### src/rtl/alu_share_ctrl_pkg.sv
// Shared definitions for the ALU sharing controller.
// Contents:
//   - ALU operation code constants. The controller passes them through to the
//     shared ALU unchanged.
//   - MaxCode, the highest legal operation code.
//   - The controller state encoding.
//   - A helper that turns a requester index into a one-hot response vector.
package alu_share_ctrl_pkg;

  localparam int unsigned DataW = 32;
  localparam int unsigned CodeW = 4;

  localparam logic [CodeW-1:0] OpAdd  = 4'd0;
  localparam logic [CodeW-1:0] OpSub  = 4'd1;
  localparam logic [CodeW-1:0] OpLui  = 4'd2;
  localparam logic [CodeW-1:0] OpAnd  = 4'd3;
  localparam logic [CodeW-1:0] OpXor  = 4'd4;
  localparam logic [CodeW-1:0] OpOr   = 4'd5;
  localparam logic [CodeW-1:0] OpSll  = 4'd6;
  localparam logic [CodeW-1:0] OpSrl  = 4'd7;
  localparam logic [CodeW-1:0] OpSra  = 4'd8;
  localparam logic [CodeW-1:0] OpSlt  = 4'd9;
  localparam logic [CodeW-1:0] OpSltu = 4'd10;

  localparam logic [CodeW-1:0] MaxCode = OpSltu;

  typedef enum logic [1:0] {
    StIdle = 2'd0,
    StExec = 2'd1,
    StResp = 2'd2
  } state_e;

  // Requester index to one-hot response vector.
  function automatic logic [1:0] idx_to_onehot(input logic idx);
    return idx ? 2'b10 : 2'b01;
  endfunction

endpackage

### src/rtl/alu_share_ctrl_rr_arb2.sv
// Two-input round-robin arbiter. Purely combinational; the owner keeps the
// priority pointer register.
// Ports:
//   req    - request vector, bit i from requester i
//   ptr    - priority side when both requesters are asking
//   enable - gate; no grant is issued while low
//   gnt    - one-hot grant, or 2'b00 when idle or disabled
module rr_arb2 (
  input  logic [1:0] req,
  input  logic       ptr,
  input  logic       enable,
  output logic [1:0] gnt
);

  always_comb begin
    gnt = 2'b00;
    if (enable) begin
      unique case (req)
        2'b01:   gnt = 2'b01;
        2'b10:   gnt = 2'b10;
        2'b11:   gnt = ptr ? 2'b10 : 2'b01;
        default: gnt = 2'b00;
      endcase
    end
  end

endmodule

### src/rtl/alu_share_ctrl.sv
// Shares one combinational ALU between two requesters.
// Operation:
//   - A round-robin arbiter picks one requester while the controller is idle.
//   - The controller latches that requester's operation and drives the ALU
//     for one cycle.
//   - It registers the result and holds it as a response until the granted
//     requester accepts it.
// Ports:
//   clk, rst_n               - clock (rising edge), async active-low reset
//   reqN_valid / reqN_ready  - request handshake for requester N (ready is
//                              Mealy in IDLE)
//   reqN_code, reqN_a, reqN_b - operation code and operands of requester N
//   rsp_valid                - one-hot response owner
//   rsp_ready                - per-requester response accept
//   rsp_result, rsp_err      - registered result; err flags an illegal code
//                              (result 0)
//   alu_code, alu_a, alu_b   - to the shared ALU; they hold their last values
//                              outside EXEC
//   alu_result               - from the shared ALU
module alu_share_ctrl
  import alu_share_ctrl_pkg::*;
#(
  parameter int unsigned        DATA_W   = 32,
  parameter int unsigned        CODE_W   = 4,
  parameter logic [CODE_W-1:0]  MAX_CODE = 4'b1010
) (
  input  logic              clk,
  input  logic              rst_n,

  input  logic              req0_valid,
  output logic              req0_ready,
  input  logic [CODE_W-1:0] req0_code,
  input  logic [DATA_W-1:0] req0_a,
  input  logic [DATA_W-1:0] req0_b,

  input  logic              req1_valid,
  output logic              req1_ready,
  input  logic [CODE_W-1:0] req1_code,
  input  logic [DATA_W-1:0] req1_a,
  input  logic [DATA_W-1:0] req1_b,

  output logic [1:0]        rsp_valid,
  input  logic [1:0]        rsp_ready,
  output logic [DATA_W-1:0] rsp_result,
  output logic              rsp_err,

  output logic [CODE_W-1:0] alu_code,
  output logic [DATA_W-1:0] alu_a,
  output logic [DATA_W-1:0] alu_b,
  input  logic [DATA_W-1:0] alu_result
);

  state_e              state_q;
  logic                ptr_q;
  logic                gnt_idx_q;
  logic [CODE_W-1:0]   code_q;
  logic [DATA_W-1:0]   a_q;
  logic [DATA_W-1:0]   b_q;
  logic [1:0]          rsp_valid_q;
  logic [DATA_W-1:0]   rsp_result_q;
  logic                rsp_err_q;

  logic [1:0]          gnt;
  logic                illegal;
  logic                rsp_done;

  // Arbitration is only live in IDLE, so ready is zero in EXEC and RESP.
  rr_arb2 u_arb (
    .req    ({req1_valid, req0_valid}),
    .ptr    (ptr_q),
    .enable (state_q == StIdle),
    .gnt    (gnt)
  );

  assign req0_ready = gnt[0];
  assign req1_ready = gnt[1];

  assign illegal  = (code_q > MAX_CODE);
  // Only the granted requester's ready bit can complete a response.
  assign rsp_done = rsp_ready[gnt_idx_q];

  always_ff @(posedge clk or negedge rst_n) begin
    if (!rst_n) begin
      state_q      <= StIdle;
      ptr_q        <= 1'b0;
      gnt_idx_q    <= 1'b0;
      code_q       <= '0;
      a_q          <= '0;
      b_q          <= '0;
      rsp_valid_q  <= 2'b00;
      rsp_result_q <= '0;
      rsp_err_q    <= 1'b0;
    end else begin
      unique case (state_q)
        StIdle: begin
          // A grant already implies the granted requester is valid.
          if (gnt != 2'b00) begin
            gnt_idx_q <= gnt[1];
            code_q    <= gnt[1] ? req1_code : req0_code;
            a_q       <= gnt[1] ? req1_a    : req0_a;
            b_q       <= gnt[1] ? req1_b    : req0_b;
            state_q   <= StExec;
          end
        end
        StExec: begin
          if (illegal) begin
            rsp_result_q <= '0;
            rsp_err_q    <= 1'b1;
          end else begin
            rsp_result_q <= alu_result;
            rsp_err_q    <= 1'b0;
          end
          rsp_valid_q <= idx_to_onehot(gnt_idx_q);
          state_q     <= StResp;
        end
        StResp: begin
          if (rsp_done) begin
            // Hand priority to the other side so contention alternates.
            ptr_q       <= ~gnt_idx_q;
            rsp_valid_q <= 2'b00;
            state_q     <= StIdle;
          end
        end
        default: begin
          rsp_valid_q <= 2'b00;
          state_q     <= StIdle;
        end
      endcase
    end
  end

  // The ALU inputs come straight from the latched operation, so they only
  // change on a new grant.
  assign alu_code   = code_q;
  assign alu_a      = a_q;
  assign alu_b      = b_q;

  assign rsp_valid  = rsp_valid_q;
  assign rsp_result = rsp_result_q;
  assign rsp_err    = rsp_err_q;

endmodule

### config.mk
export PLATFORM = sky130hd
export DESIGN_NAME = alu_share_ctrl
export DESIGN_NICKNAME = d
export VERILOG_FILES = /design/src/rtl/alu_share_ctrl_pkg.sv /design/src/rtl/alu_share_ctrl_rr_arb2.sv /design/src/rtl/alu_share_ctrl.sv
export SDC_FILE = /design/constraint.sdc
export NUM_CORES = 1
export LEC_CHECK = 0
export CAP_MARGIN = 20
export CORE_UTILIZATION = 30
export CTS_BUF_LIST = sky130_fd_sc_hd__clkbuf_8
export CTS_CLUSTER_DIAMETER = 100
export CTS_CLUSTER_SIZE = 30
export DETAILED_ROUTE_END_ITERATION = 8
export HOLD_SLACK_MARGIN = 0.03
export PLACE_DENSITY = 0.67
export SETUP_SLACK_MARGIN = 0.5
export SKIP_LAST_GASP = 1
export SYNTH_ARGS = -nofsm -noshare
export SYNTH_HDL_FRONTEND = slang
export SYNTH_SLANG_ARGS = --single-unit
### constraint.sdc
create_clock -name clk -period 1.7 [get_ports clk]
set_input_delay 0.34 -clock clk [delete_from_list [all_inputs] [get_ports clk]]
set_output_delay 0.34 -clock clk [all_outputs]
set_load 0.05 [all_outputs]
==> results.yml <==
synth:
  synth_cells: 500
  yosysSeqAreaShare_pct: 51.8
  yosysWarnings: 0
  synth_ff_type: "dfrtp_1"
  syn_area_um2: 5170
  async_reset_ff_share_pct: 100
  syn_nets: 674
  ys_ff_latch: 107
  syn_avg_cell_area_um2: 10.3
  synth_cell_type_count: 31
  synth_edf_count: 0
final_layout:
  post-route-cell-area_um2: 10500
  num-fill-cells: 1301
  ff_latch_area_um2: 2690
  antenna_cells: 0
  multiInputGateArea_um2: 2920
  area_growth_pct: 103
  fin_util_pct: 62.8
  fin_nets: 996
  drive_gt1_share_pct: 38.5
grt:
  grt-ovfl-total: 0
  grtUsageMet2_pct: 40.3
  use_met3_pct: 3.50
  grt_first_pass_wirelength_um: 31900
  met1_usage_pct: 28.6
  grt_max_degree: 47
  antenna_found_initial: 0
  grtUsageTotal_pct: 23.3
  grt_pass1_vias: 5766
  busiest_layer: "met2"
floorplan:
  boundaryPins: 279
  die-area_um2: 17800
  die_y_um: 133
  start_util_pct: 31.0
  die_w_um: 133
  num_rows: 47
  core_um2: 16700
worst_setup_path:
  timing.rr.start: "state_q[1]$_DFFE_PN0P_"
  crit_path_end_kind: "register"
  crit_start: "state_q[1]$_DFFE_PN0P_"
  worstSetupStartpointType: "register"
  reg2reg_depth: 5
  r2r-end: "alu_a[22]$_DFFE_PN0P_"
  required_ps: 1960
  path_max_fanout: 17
  crit_arrival_ps: 1970
  ff2ff_setup_slack_ps: -10
  crit_end: "alu_a[22]$_DFFE_PN0P_"
  path_class: "register to register"
placed_design:
  dp.final_hpwl_um: 12800
  io_buffer_count: 278
  gp_congestion: 0.791
  pre_cts_ws_ps: -78.1
  dpl_cell_area_um2: 8060
power_and_ir_drop:
  swShare_pct: 49.7
  clockPowerShare_pct: 6.8
  combPwrFrac_pct: 71.8
  power.leakage_uw: 0.00444
  internal_power_uw: 11400
  p_per_area_nw_per_um2: 2160
  power.net_switching_uw: 11300
  vdd_drop_max_mv: 0.979
  seq_power_share_pct: 21.4
timing:
  fmax_ghz: 0.585
  worst_pin_slew_ps: 432
  relSlewSlack_pct: 71.2
  fin_crit_sh_pct: 101
  finalSetupViolCount: 2
  rsz0062_at_grt: "yes"
  skew_ps: 11.5
  hold_viol: 0
  slew_viol_final: 0
  fin_setup_tns_ps: -12.6
  fin_ws_ps: -10.3
  finalCriticalPeriod_ps: 1710
clocking:
  clock-sinks: 107
  cts_root_buf: "clkbuf_8"
  cts_tree: "yes"
  clk_pin_slew_ps: 120
  clk_latency_ps: 390
  clk_path_buf_depth: 2
  cts_buffers: 9
  htreeDepth: 3
route:
  wl_per_cell_um: 21.7
  via_count: 5740
  drt-vias-per-instance: 5.48
  drt_wl_total_um: 22700
  ant_nets: 0
  drc: 0
  drtIter0Drc: 296
  firstDrtPassIters: 4
status:
  violations: "negative setup slack"
  outcome: "complete, but fails checks"
flow_run:
  maxCapViolations: 0
min_path:
  hold_class: "input pin to asynchronous set/reset pin"
Yosys cell counts (all sizes together) (2+ instances only):
cell     instances  area (um2)
o311ai          68         671
a21oi            3        18.8
and3             2        12.5
nor2             3        27.5
dfrtp          107        2680
clkbuf          38         144
nand4           68         425
nand2b           2        12.5
mux2i            2        20.0
inv             72         270
o2bb2ai          2        17.5
o21ai           69         349
a22o            32         280
buf             23         185
routing by layer:
| layer | vias to the layer above | routed length, um |
|---|---|---|
| li1 | 2557 | - |
| met1 | 2886 | 8990 |
| met2 | 253 | 11800 |
| met3 | 44 | 1280 |
| met4 | 0 | 648 |
| met5 | - | 0 |
flip-flops by register name, indices dropped and copies added, names as in the netlist:
signal,count
alu_b,32
gnt_idx_q,1
rsp_err,1
alu_code,4
alu_a,32
state_q,2
rsp_valid,2
ptr_q,1
rsp_result,32
per-stage QoR:
step / total power [uW] / hold slack (ps) / cells
finish: 22700 / 408 / 1047
CTS: 19600 / 387 / 1007
floorplan: 12300 / 44.4 / 500
global route: 23600 / 436 / 1047
detailed placement: 16000 / 278 / 962
global placement: 15700 / 267 / 962
cells by family (layout without fill, tap and decap cells):
group,after synthesis,count (layout),share of synthesized area (%)
AND/OR/NAND/NOR,79,83,9.70
AO/OA/AOI/OAI,179,179,26.6
buffers and inverters,133,456,11.6
flip-flops,107,107,51.8
multiplexers,2,2,0.387
power groups by stage:
stage	clock, uW	sequential [uW]	combinational (uW)
floorplan	0	8620	3630
global placement	0	4630	11100
detailed placement	0	4660	11300
CTS	1590	4610	13400
global route	1710	4980	16900
finish	1550	4870	16300
timing repair:
| item | in CTS | in global routing |
|---|---|---|
| hold buffers | 1 | 0 |
| buffers inserted | 14 | 35 |
| cloned | 14 | 5 |
| setup endpoints to repair | 210 | 211 |
| pin swaps | 14 | 14 |
| hold endpoints to repair | 23 | 0 |
| gates resized for setup | 85 | 202 |
critical path, cell delays in order (launching register included):
cell,delay [ps]
dfrtp_2,460
buf_4,150
buf_2,150
or2_4,360
o21ai_0,320
o311ai_2,160
placed cells by master (no fill, tap or decap), types with 4 or more instances in the layout:
cell type          n
o311ai_4          43
o21ai_1           36
clkdlybuf4s50_1  170
clkbuf_16          4
buf_6            111
buf_4             48
o311ai_2          25
o21ai_0           18
inv_1             71
dfrtp_1          101
dfrtp_2            6
o21ai_2           14
clkbuf_8           9
buf_16             9
a22o_1            32
nand4_1           68
buf_12            20
or2_4              5
layout make-up:
| type | count | share of cell area, % |
|---|---|---|
| clock inverter | 7 | 0.620 |
| clock buffer | 9 | 1.18 |
| sequential | 107 | 25.6 |
| multi-input combinational | 264 | 27.8 |
| tap | 220 | 2.62 |
| inverter | 72 | 2.57 |
| timing repair buffer | 368 | 39.6 |
how the worst min path moves through the flow:
| stage | start | end | slack, ps |
|---|---|---|---|
| 2_1_floorplan | rst_n | alu_a[0]$_DFFE_PN0P_ | 40 |
| 3_3_place_gp | rst_n | rsp_result[27]$_DFFE_PN0N_ | 270 |
| 3_5_place_dp | rst_n | rsp_result[22]$_DFFE_PN0N_ | 280 |
| 4_1_cts | rst_n | rsp_result[22]$_DFFE_PN0N_ | 390 |
| 5_1_grt | rst_n | rsp_result[19]$_DFFE_PN0N_ | 440 |
| 6_report | rst_n | rsp_result[22]$_DFFE_PN0N_ | 410 |
Note: power is estimated with default switching activity, not from simulation.
